`config.mk`:
```
export PLATFORM = sky130hd
export DESIGN_NAME = sym_packer_flat
export DESIGN_NICKNAME = d
export VERILOG_FILES = /design/src/rtl/sym_pkg.sv /design/src/rtl/sym_packer_if.sv /design/src/rtl/sym_fifo.sv /design/src/rtl/sym_packer.sv /design/src/flat_wrapper.sv
export SDC_FILE = /design/constraint.sdc
export NUM_CORES = 1
export LEC_CHECK = 0
export ABC_CLOCK_PERIOD_IN_PS = 2100
export BUFFER_PORTS_ARGS = -buffer_cell sky130_fd_sc_hd__buf_2
export CAP_MARGIN = 40
export CORE_UTILIZATION = 47
export DETAILED_ROUTE_END_ITERATION = 16
export GPL_ROUTABILITY_DRIVEN = 0
export HOLD_SLACK_MARGIN = 0.08
export PLACE_DENSITY_LB_ADDON = 0.05
export SETUP_SLACK_MARGIN = 0.1
export SYNTH_ARGS = -nofsm -noshare
export SYNTH_HDL_FRONTEND = slang
export SYNTH_SLANG_ARGS = --single-unit
```
`constraint.sdc`:
```
create_clock -name clk -period 2.1 [get_ports clk]
set_input_delay 0.105 -clock clk [delete_from_list [all_inputs] [get_ports clk]]
set_output_delay 0.105 -clock clk [all_outputs]
set_load 0.05 [all_outputs]
```
`src/rtl/sym_pkg.sv`:
```
// Shared types for the 2-bit symbol packer.
//   sym_t        : one 2-bit input symbol
//   word_t       : packed 8-bit output word (four symbols, LSB-first)
//   cnt_t        : number of valid symbols in a word, 1..4
//   pack_state_t : assembly state (EMPTY / FILL)
//   fifo_entry_t : one queued {word, count} pair
package sym_pkg;

    localparam int SYMS = 4;

    typedef bit [1:0] sym_t;
    typedef bit [7:0] word_t;
    typedef bit [2:0] cnt_t;

    typedef enum bit {EMPTY, FILL} pack_state_t;

    typedef struct packed {
        word_t word;
        cnt_t  count;
    } fifo_entry_t;

endpackage

```
`src/rtl/sym_packer_if.sv`:
```
// Handshake bundle for sym_packer.
//   in_valid/in_ready/in_sym/in_last : symbol input handshake
//   out_valid/out_ready/out_word/out_count : packed word output handshake
// modport slave  : the packer side
// modport master : the producer/consumer side driving the packer
interface sym_packer_if;
    import sym_pkg::*;

    logic  in_valid;
    logic  in_ready;
    sym_t  in_sym;
    logic  in_last;
    logic  out_valid;
    logic  out_ready;
    word_t out_word;
    cnt_t  out_count;

    modport slave (
        input  in_valid, in_sym, in_last, out_ready,
        output in_ready, out_valid, out_word, out_count
    );

    modport master (
        output in_valid, in_sym, in_last, out_ready,
        input  in_ready, out_valid, out_word, out_count
    );

endinterface

```
`src/rtl/sym_fifo.sv`:
```
// Small synchronous FIFO of {word, count} entries.
//   clk, rst : clock, synchronous active-high reset
//   push/din : write an entry (ignored when full)
//   pop/dout : remove the head entry (ignored when empty); dout is the head
//   full, empty : occupancy flags
// Pointers carry one extra bit so full and empty are distinguishable.
module sym_fifo
    import sym_pkg::*;
#(
    parameter int DEPTH = 4
) (
    input  logic        clk,
    input  logic        rst,
    input  logic        push,
    input  fifo_entry_t din,
    input  logic        pop,
    output fifo_entry_t dout,
    output logic        full,
    output logic        empty
);

    localparam int AW = $clog2(DEPTH);

    fifo_entry_t mem [DEPTH];
    logic [AW:0] wr_ptr;
    logic [AW:0] rd_ptr;
    logic        do_push;
    logic        do_pop;

    assign full  = (wr_ptr[AW] != rd_ptr[AW]) && (wr_ptr[AW-1:0] == rd_ptr[AW-1:0]);
    assign empty = (wr_ptr == rd_ptr);

    assign do_push = push && !full;
    assign do_pop  = pop && !empty;

    assign dout = mem[rd_ptr[AW-1:0]];

    always_ff @(posedge clk) begin
        if (rst) begin
            wr_ptr <= '0;
            rd_ptr <= '0;
        end else begin
            if (do_push) begin
                wr_ptr <= wr_ptr + 1'b1;
            end
            if (do_pop) begin
                rd_ptr <= rd_ptr + 1'b1;
            end
        end
    end

    always_ff @(posedge clk) begin
        if (do_push) begin
            mem[wr_ptr[AW-1:0]] <= din;
        end
    end

endmodule

```
`src/rtl/sym_packer.sv`:
```
// Packs 2-bit symbols, LSB-first, into 8-bit words and queues them.
//   clk, rst : clock, synchronous active-high reset
//   bus      : sym_packer_if.slave handshake bundle
//     in_valid/in_ready/in_sym/in_last : symbol input; in_last closes a word early
//     out_valid/out_ready/out_word/out_count : queued word output; zeros when empty
module sym_packer
    import sym_pkg::*;
#(
    parameter int DEPTH = 4
) (
    input  logic         clk,
    input  logic         rst,
    sym_packer_if.slave  bus
);

    pack_state_t state_q;
    pack_state_t state_d;
    word_t       acc;
    word_t       acc_next;
    logic [1:0]  idx;
    logic        accept;
    logic        complete;
    fifo_entry_t fifo_din;
    fifo_entry_t fifo_dout;
    logic        fifo_full;
    logic        fifo_empty;

    assign bus.in_ready = !fifo_full;
    assign accept       = bus.in_valid && bus.in_ready;
    assign complete     = accept && ((idx == 2'd3) || bus.in_last);

    // Bits above the current index are always zero in acc, so the pushed
    // word needs no extra masking.
    always_comb begin
        acc_next = acc;
        acc_next[{idx, 1'b0} +: 2] = bus.in_sym;
    end

    assign fifo_din.word  = acc_next;
    assign fifo_din.count = {1'b0, idx} + 3'd1;

    always_comb begin
        state_d = state_q;
        case (state_q)
            EMPTY: if (accept && !bus.in_last) state_d = FILL;
            FILL:  if (complete)              state_d = EMPTY;
            default: state_d = EMPTY;
        endcase
    end

    always_ff @(posedge clk) begin
        if (rst) begin
            state_q <= EMPTY;
            acc     <= '0;
            idx     <= '0;
        end else begin
            state_q <= state_d;
            if (complete) begin
                acc <= '0;
                idx <= '0;
            end else if (accept) begin
                acc <= acc_next;
                idx <= idx + 2'd1;
            end
        end
    end

    sym_fifo #(
        .DEPTH(DEPTH)
    ) u_fifo (
        .clk   (clk),
        .rst   (rst),
        .push  (complete),
        .din   (fifo_din),
        .pop   (bus.out_ready),
        .dout  (fifo_dout),
        .full  (fifo_full),
        .empty (fifo_empty)
    );

    assign bus.out_valid = !fifo_empty;
    assign bus.out_word  = fifo_empty ? '0 : fifo_dout.word;
    assign bus.out_count = fifo_empty ? '0 : fifo_dout.count;

endmodule

```
`src/flat_wrapper.sv`:
```
// flat-port wrapper written by rule: the top's interface ports become plain ports
module sym_packer_flat import sym_pkg::*;
#(
    parameter int DEPTH = 4
)
  (clk, rst, bus_in_valid, bus_in_sym, bus_in_last, bus_out_ready, bus_in_ready, bus_out_valid, bus_out_word, bus_out_count);
  sym_packer_if bus_i ();
  input  logic clk;
  input  logic rst;
  input wire logic [$bits(bus_i.in_valid)-1:0] bus_in_valid;
  input wire logic [$bits(bus_i.in_sym)-1:0] bus_in_sym;
  input wire logic [$bits(bus_i.in_last)-1:0] bus_in_last;
  input wire logic [$bits(bus_i.out_ready)-1:0] bus_out_ready;
  output wire logic [$bits(bus_i.in_ready)-1:0] bus_in_ready;
  output wire logic [$bits(bus_i.out_valid)-1:0] bus_out_valid;
  output wire logic [$bits(bus_i.out_word)-1:0] bus_out_word;
  output wire logic [$bits(bus_i.out_count)-1:0] bus_out_count;
  assign bus_i.in_valid = bus_in_valid;
  assign bus_i.in_sym = bus_in_sym;
  assign bus_i.in_last = bus_in_last;
  assign bus_i.out_ready = bus_out_ready;
  assign bus_in_ready = bus_i.in_ready;
  assign bus_out_valid = bus_i.out_valid;
  assign bus_out_word = bus_i.out_word;
  assign bus_out_count = bus_i.out_count;
  sym_packer #(.DEPTH(DEPTH)) u_core (.clk(clk), .rst(rst), .bus(bus_i));
endmodule
```
# Yosys cells after proc, flatten, opt, wreduce, memory -nomap -nowiden
# Memory sizes are Yosys's and may differ from the RTL's. A register that Yosys moved wholly into a read port is not among the register bits.
# Index checks and enable logic that the tools add are counted.
[word_totals] reg_bits=16 latch_bits=0 ramBits=44 romBits=0 word_cells=32 memories=1
[classes] add_sub_neg=5 multipliers=0 n_div=0 order_cmp=0 n_eq_ne=4 n_shift=2 n_mux=7 bitwise_logic=0 n_reduce_logical=9
[mem_list] name="u_core.u_fifo.mem" words=4 width=11 rd=1 rd_ports_with_merged_regs=1 write_ports=1 line="sym_fifo.sv:24" rtl="fifo_entry_t mem [DEPTH];"
[ops] operator="bitwise mux 8 bit" n=1
[ops] operator="2-to-1 mux 8 bit" n=1
[ops] operator="variable shift 2 x 5 -> 8 bit, first input constant" n=1
[ops] operator="variable part select 2 x 5 -> 8 bit" n=1
[ops] operator="adder 3 x 1 -> 3 bit, second input constant" n=2
[ops] operator="logical AND 1 bit" n=5
[ops] operator="negator 3 -> 5 bit" n=1
[ops] operator="2-to-1 mux 2 bit" n=2
[ops] operator="adder 2 x 1 -> 3 bit, second input constant" n=1
[ops] operator="equality test 3 bit" n=1
[ops] operator="2-to-1 mux 3 bit" n=1
[ops] operator="adder 2 x 1 -> 2 bit, second input constant" n=1
[ops] operator="equality test 2 bit" n=1
[ops] operator="equality test 2 bit, second input constant" n=1
[ops] operator="zero test 1 bit" n=2
[ops] operator="2-to-1 mux 1 bit" n=2
[ops] operator="OR reduction 2 bit" n=1
[ops] operator="logical OR 1 bit" n=1
[ops] operator="!= test 1 bit" n=1

# Longest topological paths before layout
# Gate-level depths: netlist (run 1).
[logic_depth] depth_word=8 ltp_mapped=6 ltp_nobuf=6

# Hierarchy
# A second synthesis (run 1) with hierarchy kept.
[unflattened] cells_unflattened=220 area_unflattened_um2=2941.6
[by_module_without_submodules] module="sym_fifo" n_inst=1 cells_each=125 area_each_um2=2159.6 seq_area_each_um2=1481.4
[by_module_without_submodules] module="sym_packer" n_inst=1 cells_each=95 area_each_um2=782.0 seq_area_each_um2=200.2

# Worst setup path after synthesis (run 1)
# No wires, ideal clock.
[synth_timing] path_kind="reg2reg" startpoint="register u_core.u_fifo.wr_ptr[0]" endpoint="memory u_core.u_fifo.mem[3][0] in the netlist's numbering, enable pin" setup_time_ns=0.378 arrival_ns=1.604 path_slack_ns=0.118 path_stages_with_launch=5 path_buffers=1 cell_sequence="dfxtp_1 xor2_1 o31ai_2 buf_6 nor2_1"
[synth_between] elab_chain_cells=8
[synth_lines] item="start: declaration" line="sym_fifo.sv:25" rtl="logic [AW:0] wr_ptr;"
[synth_lines] item="start signal: assignment" line="sym_fifo.sv:44" rtl="wr_ptr <= wr_ptr + 1'b1;"
[synth_lines] item="equality test 2 bit" line="sym_fifo.sv:30" rtl="assign full = (wr_ptr[AW] != rd_ptr[AW]) && (wr_ptr[AW-1:0] == rd_ptr[AW-1:0]);"
[synth_lines] item="logical AND 1 bit" line="sym_fifo.sv:30"
[synth_lines] item="zero test 1 bit" line="sym_fifo.sv:33, sym_packer.sv:28"
[synth_lines] item="logical AND 1 bit" line="sym_packer.sv:29" rtl="assign accept = bus.in_valid && bus.in_ready;"
[synth_lines] item="logical AND 1 bit" line="sym_packer.sv:30" rtl="assign complete = accept && ((idx == 2'd3) || bus.in_last);"
[synth_lines] item="logical AND 1 bit" line="sym_fifo.sv:33" rtl="assign do_push = push && !full;"
[synth_lines] item="2-to-1 mux 1 bit" line="sym_fifo.sv:53" rtl="if (do_push) begin"
[synth_lines] item="2-to-1 mux 1 bit (implied by the code)" line="sym_fifo.sv:54" rtl="mem[wr_ptr[AW-1:0]] <= din;"
[synth_lines] item="end: declaration" line="sym_fifo.sv:24"
# Several ways; a longest one is shown, not always the timed one.

# Worst setup path in the final report (run 1)
[layout_timing] startpoint="register u_core.idx[1]" endpoint="register u_core.acc[2]"
[layout_between] word_cells_on_any_way=8 cone_classes="add/sub (1); eq/ne (1); shift (2); mux (1); reduce/logical (3)"
[layout_lines] item="start: declaration" line="sym_packer.sv:20" rtl="logic [1:0] idx;"
[layout_lines] item="start signal: assignment" line="sym_packer.sv:63" rtl="idx <= idx + 2'd1;"
[layout_lines] item="negator 3 -> 5 bit *" line="sym_packer.sv:36" rtl="acc_next[{idx, 1'b0} +: 2] = bus.in_sym;"
[layout_lines] item="variable part select 2 x 5 -> 8 bit / variable shift 2 x 5 -> 8 bit (equally long branches)" line="sym_packer.sv:36"
[layout_lines] item="bitwise mux 8 bit *" line="sym_packer.sv:36"
[layout_lines] item="named net u_core.acc_next[2]" line="sym_packer.sv:19" rtl="word_t acc_next;"
[layout_lines] item="end signal: assignment" line="sym_packer.sv:62" rtl="acc <= acc_next;"
[layout_lines] item="end: declaration" line="sym_packer.sv:18" rtl="word_t acc;"
# Mark *: on every way through the listed nets, which the timed path passes. The rest lies on a longest branch.
# A chain may end at the register's enable or synchronous reset.

==> qor.yml, run 1 <==
synthesis:
  synth-edff-count: 44
  synth_area_sq_um: 2730
  syn_area_per_cell_sq_um: 14.4
  ys_async_sr_fraction_pct: 0
  yosysSeqAreaShare_pct: 61.6
  yosys-top-cells-area: "edfxtp_1 48%, dfxtp_1 13%, mux4_2 9.1%"
  syn-num-nets: 208
  synthTopCellsByCount: "44 x edfxtp_1, 18 x dfxtp_1, 15 x nor2b_1"
  synthDistinctLibCells: 39
  synth_area_leader_cell: "edfxtp_1"
  synth_most_common_cell: "edfxtp_1"
  ys_seq_elements: 62
  yosys_warnings: 0
  synth_ff_type: "edfxtp_1"
  synth_top_area_share_pct: 48.4
  postSynthCellCount: 190
placement:
  dpl.hpwl_um: 3640
  place_area_sq_um: 3010
  portBuffers: 19
clock_network:
  clock_latency_ps: 330
  cts-buffers-inserted: 9
  cts.htree.levels: 3
  postCtsSetupBuffers: 0
  clockBufferDepth: 2
  cts_sinks: 62
  clk_pin_slew_ps: 70
  cts-root-buf: "clkbuf_8"
  cts_tree: "built"
route:
  vias: 1632
  first_pass_iters: 4
  drcViolationCount: 0
  wl_per_cell_um: 17.3
  drt-initial-drc-count: 74
  drt_wl_total_um: 5250
  ant_nets: 0
  vias_per_cell: 5.39
layout:
  fillerInstances: 471
  nNetsFinal: 245
  area_growth_syn_to_layout_pct: 17.7
  postLayoutCoreUtil_pct: 58.0
  multi_input_area_sq_um: 967
  final_cell_area_sq_um: 3210
  diodes: 0
  drive_above_1_share_pct: 28.6
  layout.area.seq_sq_um: 1680
floorplanning:
  start_util_pct: 49.3
  die-area_sq_um: 6110
  die_w_um: 78.2
  die_h_um: 78.2
  std_cell_rows: 27
  core_area_sq_um: 5540
  ios: 20
global_routing:
  grt_pass1_wl_um: 8420
  grt.total_usage_pct: 19.0
  antenna_found_initial: 0
  grt_pass1_vias: 1673
  grt_max_degree: 18
  use_met3_pct: 4.53
  overflow: 0
  use_met2_pct: 32.9
  use_met1_pct: 22.8
  busiest_layer: "met2"
critical_path:
  end_kind: "flop"
  cp_max_fo: 9
  start_kind: "flop"
  cp.arrival_ps: 2130
  path_class: "reg2reg"
  critical_path_required_ps: 2310
timing:
  tns_ps: 0
  finalHoldViolCount: 0
  slew_violations: 0
  rsz0062_at_grt: "true"
  max_freq_mhz: 522
  setup_violations: 0
  period_share_pct: 91.3
  fin_worst_skew_ps: 8.40
  worst_pin_slew_ps: 596
  period_minus_slack_ps: 1920
  slew_headroom_pct: 59.8
  whs_ps: 126
job:
  cap_violations: 0
power:
  p_switching_mw: 0.855
  power_switching_share_pct: 28.9
  clkPwrFrac_pct: 32.8
  p_per_area_nw_per_um2: 921
  leakage_nw: 1.22
  peakVddDrop_uv: 395
  power_frac_seq_pct: 46.5
  power.internal_mw: 2.10
  pwr-share-comb_pct: 20.7
hold_path:
  hp-class: "in2reg"
run_status:
  status: "finished clean"
state kept, by name, summed over array words and instances (netlist names), named ones only:
| name | flops |
|---|---|
| u_core.idx | 2 |
| u_core.acc | 8 |
| u_core.u_fifo.mem | 44 |
| u_core.u_fifo.rd_ptr | 3 |
| u_core.u_fifo.wr_ptr | 3 |
cells in the final DEF (no fill, tap or decap), drive strengths merged, types with 2 or more instances in the layout:
cell,instances
nor3b,3
clkbuf,15
nor2,11
ha,11
buf,28
clkinv,3
or3,2
o31ai,2
nor2b,15
and2,3
nand3,6
o22ai,2
nor3,2
a21oi,4
mux4,11
o21ai,4
dfxtp,18
edfxtp,44
nand2,6
a31o,2
xor2,5
xnor2,2
inv,11
mux2i,3
o21ba,3
a211o,3
path summary, 6_finish.rpt:
check                                   start            end  depth (start not counted)  slack (ps)
worst max register to register  u_core.idx[1]  u_core.acc[2]                          6         180
worst min register to register  u_core.acc[5]  u_core.acc[5]                          2         450
worst min-delay path              bus_in_last  u_core.idx[0]                          4         130
worst max-delay path            u_core.idx[1]  u_core.acc[2]                          6         180
per-stage QoR:
stage               setup WS [ps]  total power [mW]  instances
detailed placement           74.8              2.01        288
CTS                           127              2.97        303
global route                 69.5              3.07        303
global placement              127              2.00        288
floorplan                     118              1.85        190
finish                        183              2.96        303
repair_timing:
action | CTS | global route
gates resized for setup | 1 | 8
hold buffers | 0 | 0
setup endpoints to repair | 33 | 41
cells by family after synthesis:
family	synth area share [%]
flip-flops	61.6
AND/OR/NAND/NOR	10.2
AO/OA/AOI/OAI	7.66
buffers and inverters	3.07
multiplexers	10.2
adder cells (fa/ha/maj)	5.04
XOR/XNOR	2.25
layout make-up:
type                            instances  area share (%)
Timing Repair Buffer                   33            7.79
Sequential cell                        62            52.4
Inverter                               11            1.29
Clock inverter                          5            1.60
Multi-Input combinational cell        110            30.1
Clock buffer                           10            3.97
Tap cell                               72            2.80
power groups by stage:
stage / registers, mW / clock network [mW] / logic, mW
2_1_floorplan: 1.39 / 0 / 0.456
3_3_place_gp: 1.40 / 0 / 0.600
3_5_place_dp: 1.40 / 0 / 0.609
4_1_cts: 1.38 / 0.987 / 0.611
5_1_grt: 1.38 / 1.03 / 0.658
6_report: 1.38 / 0.969 / 0.614
layer usage:
| metal | wire length, um | part of all wire (%) |
|---|---|---|
| met5 | 0 | 0 |
| met3 | 157 | 3.0 |
| met1 | 2320 | 44 |
| met4 | 66 | 1.3 |
| met2 | 2710 | 52 |
critical path, stage by stage (launching register included):
cell and delay, ps:
dfxtp_1 420, inv_1 120, ha_2 430, nand3b_1 140, o22ai_1 250, nor2_1 90
a2111oi_1 340
Note: power is estimated with default switching activity, not from simulation.
==> inputs of run 2 (changes only) <==
Settings changed: ABC_CLOCK_PERIOD_IN_PS 2100 to 2300.
Clock period 2.1 ns to 2.3 ns, I/O delays scaled along.
==> qor.yml, run 2 (synthesis results as in run 1) <==
layout:
  fillerInstances: 486  # +3.2%
  largest_reg_flops: 44  # unchanged
  postLayoutCoreUtil_pct: 57.4  # -0.54 points
  layout.area.seq_sq_um: 1680  # -0.15%
  drive_above_1_share_pct: 27.0  # -1.6 points
  nNetsFinal: 243  # -0.82%
  diodes: 0  # unchanged
  area_growth_syn_to_layout_pct: 16.6
  multi_input_area_sq_um: 978  # +1.2%
  final_cell_mix: "44 x edfxtp_1, 19 x buf_2, 18 x dfxtp_1"
  layout_commonest_cell: "edfxtp_1"
  final_cell_area_sq_um: 3180  # -0.93%
route:
  vias_per_cell: 5.30  # -1.6%
  vias: 1600  # -2.0%
  ant_nets: 0  # unchanged
  drt_wl_total_um: 5270  # +0.29%
  drt-initial-drc-count: 70  # -5.4%
  drcViolationCount: 0  # unchanged
  first_pass_iters: 4  # unchanged
  wl_per_cell_um: 17.4  # +0.62%
placement:
  place_area_sq_um: 2960  # -1.7%
  portBuffers: 19  # unchanged
  dpl.hpwl_um: 3510  # -3.6%
clock_network:
  clk_pin_slew_ps: 60  # about the same
  postCtsSetupBuffers: 0  # unchanged
  clockBufferDepth: 2  # unchanged
  clock_latency_ps: 330  # about the same
  cts-root-buf: "clkbuf_8"
  cts-buffers-inserted: 9  # unchanged
  cts.htree.levels: 3  # unchanged
  cts_sinks: 62  # unchanged
  cts_tree: "built"
power:
  p_per_area_nw_per_um2: 876  # -4.9%
  peakVddDrop_uv: 614  # +55%
  leakage_nw: 1.22  # -0.23%
critical_path:
  cp_max_fo: 9  # unchanged
  end_kind: "flop"
  path_class: "reg2reg"
  critical_path_required_ps: 2520  # +210 ps
  r2r-start: "u_core.idx[0]"
  startpoint: "u_core.idx[0]"
  cp.arrival_ps: 2240  # +110 ps
  start_kind: "flop"
global_routing:
  grt_pass1_vias: 1611  # -3.7%
  grt_max_degree: 18  # unchanged
  grt_pass1_wl_um: 8370  # -0.65%
  antenna_found_initial: 0  # unchanged
  grt.total_usage_pct: 19.2  # +0.16 points
  overflow: 0  # unchanged
timing:
  slew_headroom_pct: 60.5  # +0.67 points
  tns_ps: 0  # unchanged
  period_minus_slack_ps: 2020  # +105 ps
  fin_worst_skew_ps: 7.97  # -0.426 ps
  setup_violations: 0  # unchanged
  finalHoldViolCount: 0  # unchanged
  worst_pin_slew_ps: 592  # -4.49 ps
  period_share_pct: 87.9  # -3.4 points
  max_freq_mhz: 495  # -5.2%
  rsz0062_at_grt: "false"
  slew_violations: 0  # unchanged
floorplanning:
  die_h_um: 78.2  # unchanged
  ios: 20  # unchanged
  start_util_pct: 49.3  # unchanged
  core_area_sq_um: 5540  # unchanged
  die-area_sq_um: 6110  # unchanged
  std_cell_rows: 27  # unchanged
  die_w_um: 78.2  # unchanged
job:
  cap_violations: 0  # unchanged
hold_path:
  hold_start: "bus_in_last"
  hp-class: "in2reg"
run_status:
  status: "finished clean"
[run 2: cell count changes in the layout (fill, tap and decap cells not counted), sizes merged]
cell      before  now
clkbuf        15   11
buf           28   31
bufinv         1    2
clkinvlp       1    0
[run 2: path summary, 6_finish.rpt]
kind,slack [ps],end,depth (start not counted)
setup / recovery,280,u_core.acc[2],6
hold / removal,140,u_core.idx[0],4
setup reg to reg,280,u_core.acc[2],6
hold reg to reg,450,u_core.acc[4],2
[run 2: timing repair]
item                       4_1_cts  5_1_grt
setup endpoints to repair        0        3
hold buffers                     0        0
gates resized for setup          0        2
[run 2: per-stage QoR]
step                cells  power, mW  hold slack (ps)  setup WS (ps)
floorplan             190       1.69              323            318
global placement      286       1.81              445            360
detailed placement    286       1.82              446            311
CTS                   302       2.81              117            200
global route          302       2.90              138            111
finish                302       2.79              137            278
[run 2: metal layers]
metal | global-route usage, % | wire length, um
met1 | 25.4 | 2370
met2 | 30.9 | 2590
met3 | 4.88 | 276
met4 | 6.11 | 29
met5 | 0 | 0
[run 2: worst max-delay path, stage by stage (launching register included)]
cell and delay (ps):
dfxtp_1 480, inv_1 100, ha_1 440, nand3b_1 150, o22ai_1 350, nor2_1 90, a2111oi_1 290
[run 2: power breakdown]
group | total, mW | switching (mW) | leakage, nW | internal (mW)
sequential | 1.26 | 0.0261 | 0.562 | 1.23
combinational | 0.534 | 0.355 | 0.554 | 0.179
clock | 0.995 | 0.391 | 0.105 | 0.603
[run 2: final cells by class]
cell class / instances / area share, %
clock inverter: 5 / 2.32
sequential: 62 / 52.9
inverter: 11 / 1.30
multi-input combinational: 110 / 30.8
timing repair buffer: 31 / 5.82
clock buffer: 11 / 4.13
tap: 72 / 2.83
==> inputs of run 3 (changes only) <==
Settings changed: SYNTH_HIERARCHICAL set to 1.
==> qor.yml, run 3 <==
critical_path:
  max_stage_delay_ps: 520  # +40 ps
  crit_buf_inv: 1  # unchanged
  startpoint: "u_core/u_fifo/rd_ptr[1]"
  cp.arrival_ps: 1920  # -320 ps
  critical_path_required_ps: 2180  # -340 ps
  r2r-start: "u_core/u_fifo/rd_ptr[1]"
  cp_max_fo: 12  # +3
  slowest_stage: "nor2_2"
  end_kind: "output pin"
  path_class: "reg2out"
  cpLargestDelayFamily: "simple AND/OR/NAND/NOR gates"
  cp_cell_sequence: "xnor2_2 -> nand2_1 -> nor2_2 -> nor2b_1 -> buf_2"
  start_kind: "flop"
synthesis:
  synth_top_area_share_pct: 44.9  # -3.5 points
  syn_area_per_cell_sq_um: 13.4  # -6.9%
  yosys-top-cells-area: "edfxtp_1 45%, dfxtp_1 12%, mux4_2 8.4%"
  synth_ff_type: "edfxtp_1"
  synth-edff-count: 44  # unchanged
  yosysSeqAreaShare_pct: 57.2  # -4.5 points
  ys_async_sr_fraction_pct: 0  # unchanged
  synth_most_common_cell: "edfxtp_1"
  synth_area_sq_um: 2940  # +7.8%
  ys_seq_elements: 62  # unchanged
  yosys_warnings: 6  # +6
  syn-num-nets: 238  # +14%
  synth_area_leader_cell: "edfxtp_1"
  synthDistinctLibCells: 44  # +13%
  postSynthCellCount: 220  # +16%
  synthTopCellsByCount: "44 x edfxtp_1, 18 x dfxtp_1, 15 x inv_1"
layout:
  layout_commonest_cell: "edfxtp_1"
  area_growth_syn_to_layout_pct: 17.7
  largest_reg_flops: 44  # unchanged
  final_cell_mix: "44 x edfxtp_1, 19 x buf_2, 18 x dfxtp_1"
  drive_above_1_share_pct: 29.8  # +2.9 points
  fillerInstances: 516  # +6.2%
  diodes: 0  # unchanged
  nNetsFinal: 278  # +14%
placement:
  portBuffers: 19  # unchanged
  dpl.hpwl_um: 4090  # +16%
global_routing:
  antenna_found_initial: 0  # unchanged
  grt_pass1_vias: 1869  # +16%
  grt.total_usage_pct: 20.0  # +0.86 points
  grt_max_degree: 13  # -5
  overflow: 0  # unchanged
  grt_pass1_wl_um: 9450  # +13%
floorplanning:
  core_area_sq_um: 5990  # +8.1%
  die_h_um: 81.1  # +3.7%
  die-area_sq_um: 6580  # +7.6%
  std_cell_rows: 28  # +3.7%
  die_w_um: 81.1  # +3.7%
  start_util_pct: 49.1  # -0.15 points
  ios: 20  # unchanged
timing:
  period_minus_slack_ps: 2040  # +15.1 ps
  worst_pin_slew_ps: 582  # -9.56 ps
  period_share_pct: 88.6  # +0.66 points
  finalHoldViolCount: 0  # unchanged
  setup_violations: 0  # unchanged
  whs_ps: 107  # -30.0 ps
  rsz0062_at_grt: "true"
  max_freq_mhz: 491  # -0.74%
  tns_ps: 0  # unchanged
  slew_violations: 0  # unchanged
  fin_worst_skew_ps: 8.24  # +0.268 ps
  slew_headroom_pct: 61.1  # +0.65 points
route:
  drt_wl_total_um: 5910  # +12%
  drcViolationCount: 0  # unchanged
  vias_per_cell: 5.68  # +7.1%
  vias: 1930  # +21%
  first_pass_iters: 4  # unchanged
  wl_per_cell_um: 17.4  # -0.24%
  ant_nets: 0  # unchanged
  drt-initial-drc-count: 66  # -5.7%
run_status:
  status: "finished clean"
power:
  leakage_nw: 1.23  # +0.63%
  peakVddDrop_uv: 792  # +29%
  p_per_area_nw_per_um2: 1020  # +16%
job:
  cap_violations: 0  # unchanged
clock_network:
  cts-root-buf: "clkbuf_8"
  clockBufferDepth: 2  # unchanged
  cts.htree.levels: 3  # unchanged
  cts_tree: "built"
  clk_pin_slew_ps: 70  # about the same
  cts_sinks: 62  # unchanged
  postCtsSetupBuffers: 0  # unchanged
  cts-buffers-inserted: 9  # unchanged
  clock_latency_ps: 330  # about the same
hold_path:
  hold_start: "bus_in_sym[0]"
  hp-class: "in2reg"
## run 3: cell count changes in the layout (fill, tap and decap cells not counted), sizes merged, moves of 3 or more
cell    before  now
o211ai       0    5
a31oi        0    4
buf         31   35
a32oi        0    6
nand3        6    3
nand2        6   12
nand3b       1    6
nor2b       15   12
and2         3    7
nand4        0    4
and3b        0    3
o21ba        3    0
inv         11   15
## run 3: repair_timing
item	in CTS	in global routing
pin swaps	0	2
gates cloned	0	2
resized for setup	2	5
hold buffers	1	0
hold endpoints to repair	2	0
setup endpoints to repair	45	33
## run 3: report_power, final
part | switching (mW) | leakage [nW] | internal, mW | total [mW]
sequential | 0.0414 | 0.550 | 1.26 | 1.30
combinational | 0.875 | 0.585 | 0.428 | 1.30
clock | 0.395 | 0.0940 | 0.525 | 0.920
## run 3: worst paths after layout
path | end | slack (ps) | depth (start not counted)
hold / removal | u_core/acc[6] | 110 | 3
setup reg to reg | u_core/u_fifo/mem[0][7] | 280 | 8
hold reg to reg | u_core/acc[6] | 470 | 2
setup / recovery | bus_out_count[1] | 260 | 5
## run 3: tightest hold or removal path: cells and delay by family
family | cells | cell delay (ps)
and+or+nand+nor | 1 | 80
buffers and inverters | 1 | 140
AOI/OAI and AO/OA | 1 | 60
## run 3: metrics by stage
step / setup slack (ps) / cell area, sq um / std cells / utilization, % / total power [mW]
2_1_floorplan: 109 / 2980 / 220 / - / 2.31
3_3_place_gp: 178 / 3220 / 321 / 53.7 / 2.59
3_5_place_dp: 80.5 / 3220 / 321 / 53.7 / 2.61
4_1_cts: 189 / 3430 / 338 / 57.2 / 3.54
5_1_grt: 84.3 / 3460 / 340 / 57.8 / 3.70
6_report: 263 / 3460 / 340 / 57.8 / 3.53
## run 3: routing by layer
metal,share of wire (%),vias to the layer above,GRT usage [%],wire length (um)
met4,1.8,0,7.50,109
met1,46,966,25.8,2740
met2,48,40,32.7,2860
met5,0,-,0,0
li1,-,912,-,-
met3,3.4,12,4.72,200
## run 3: kinds of logic (layout without fill, tap and decap cells)
logic type / Yosys count / count (layout) / share of synthesized area [%]
fa+ha+maj: 11 / 11 / 4.68
xor+xnor: 7 / 7 / 2.08
compound gates: 36 / 36 / 8.59
flops: 62 / 62 / 57.2
mux: 12 / 12 / 8.76
simple gates: 68 / 70 / 14.4
buf+inv: 24 / 67 / 4.34
## run 3: area by class of cell
type / instances / area (sq um) / area share (%)
Timing Repair Buffer: 36 / 225 / 6.51
Clock buffer: 12 / 145 / 4.19
Sequential cell: 62 / 1680 / 48.6
Clock inverter: 4 / 46.3 / 1.34
Tap cell: 75 / 93.8 / 2.71
Multi-Input combinational cell: 136 / 1210 / 35.0
Inverter: 15 / 56.3 / 1.63
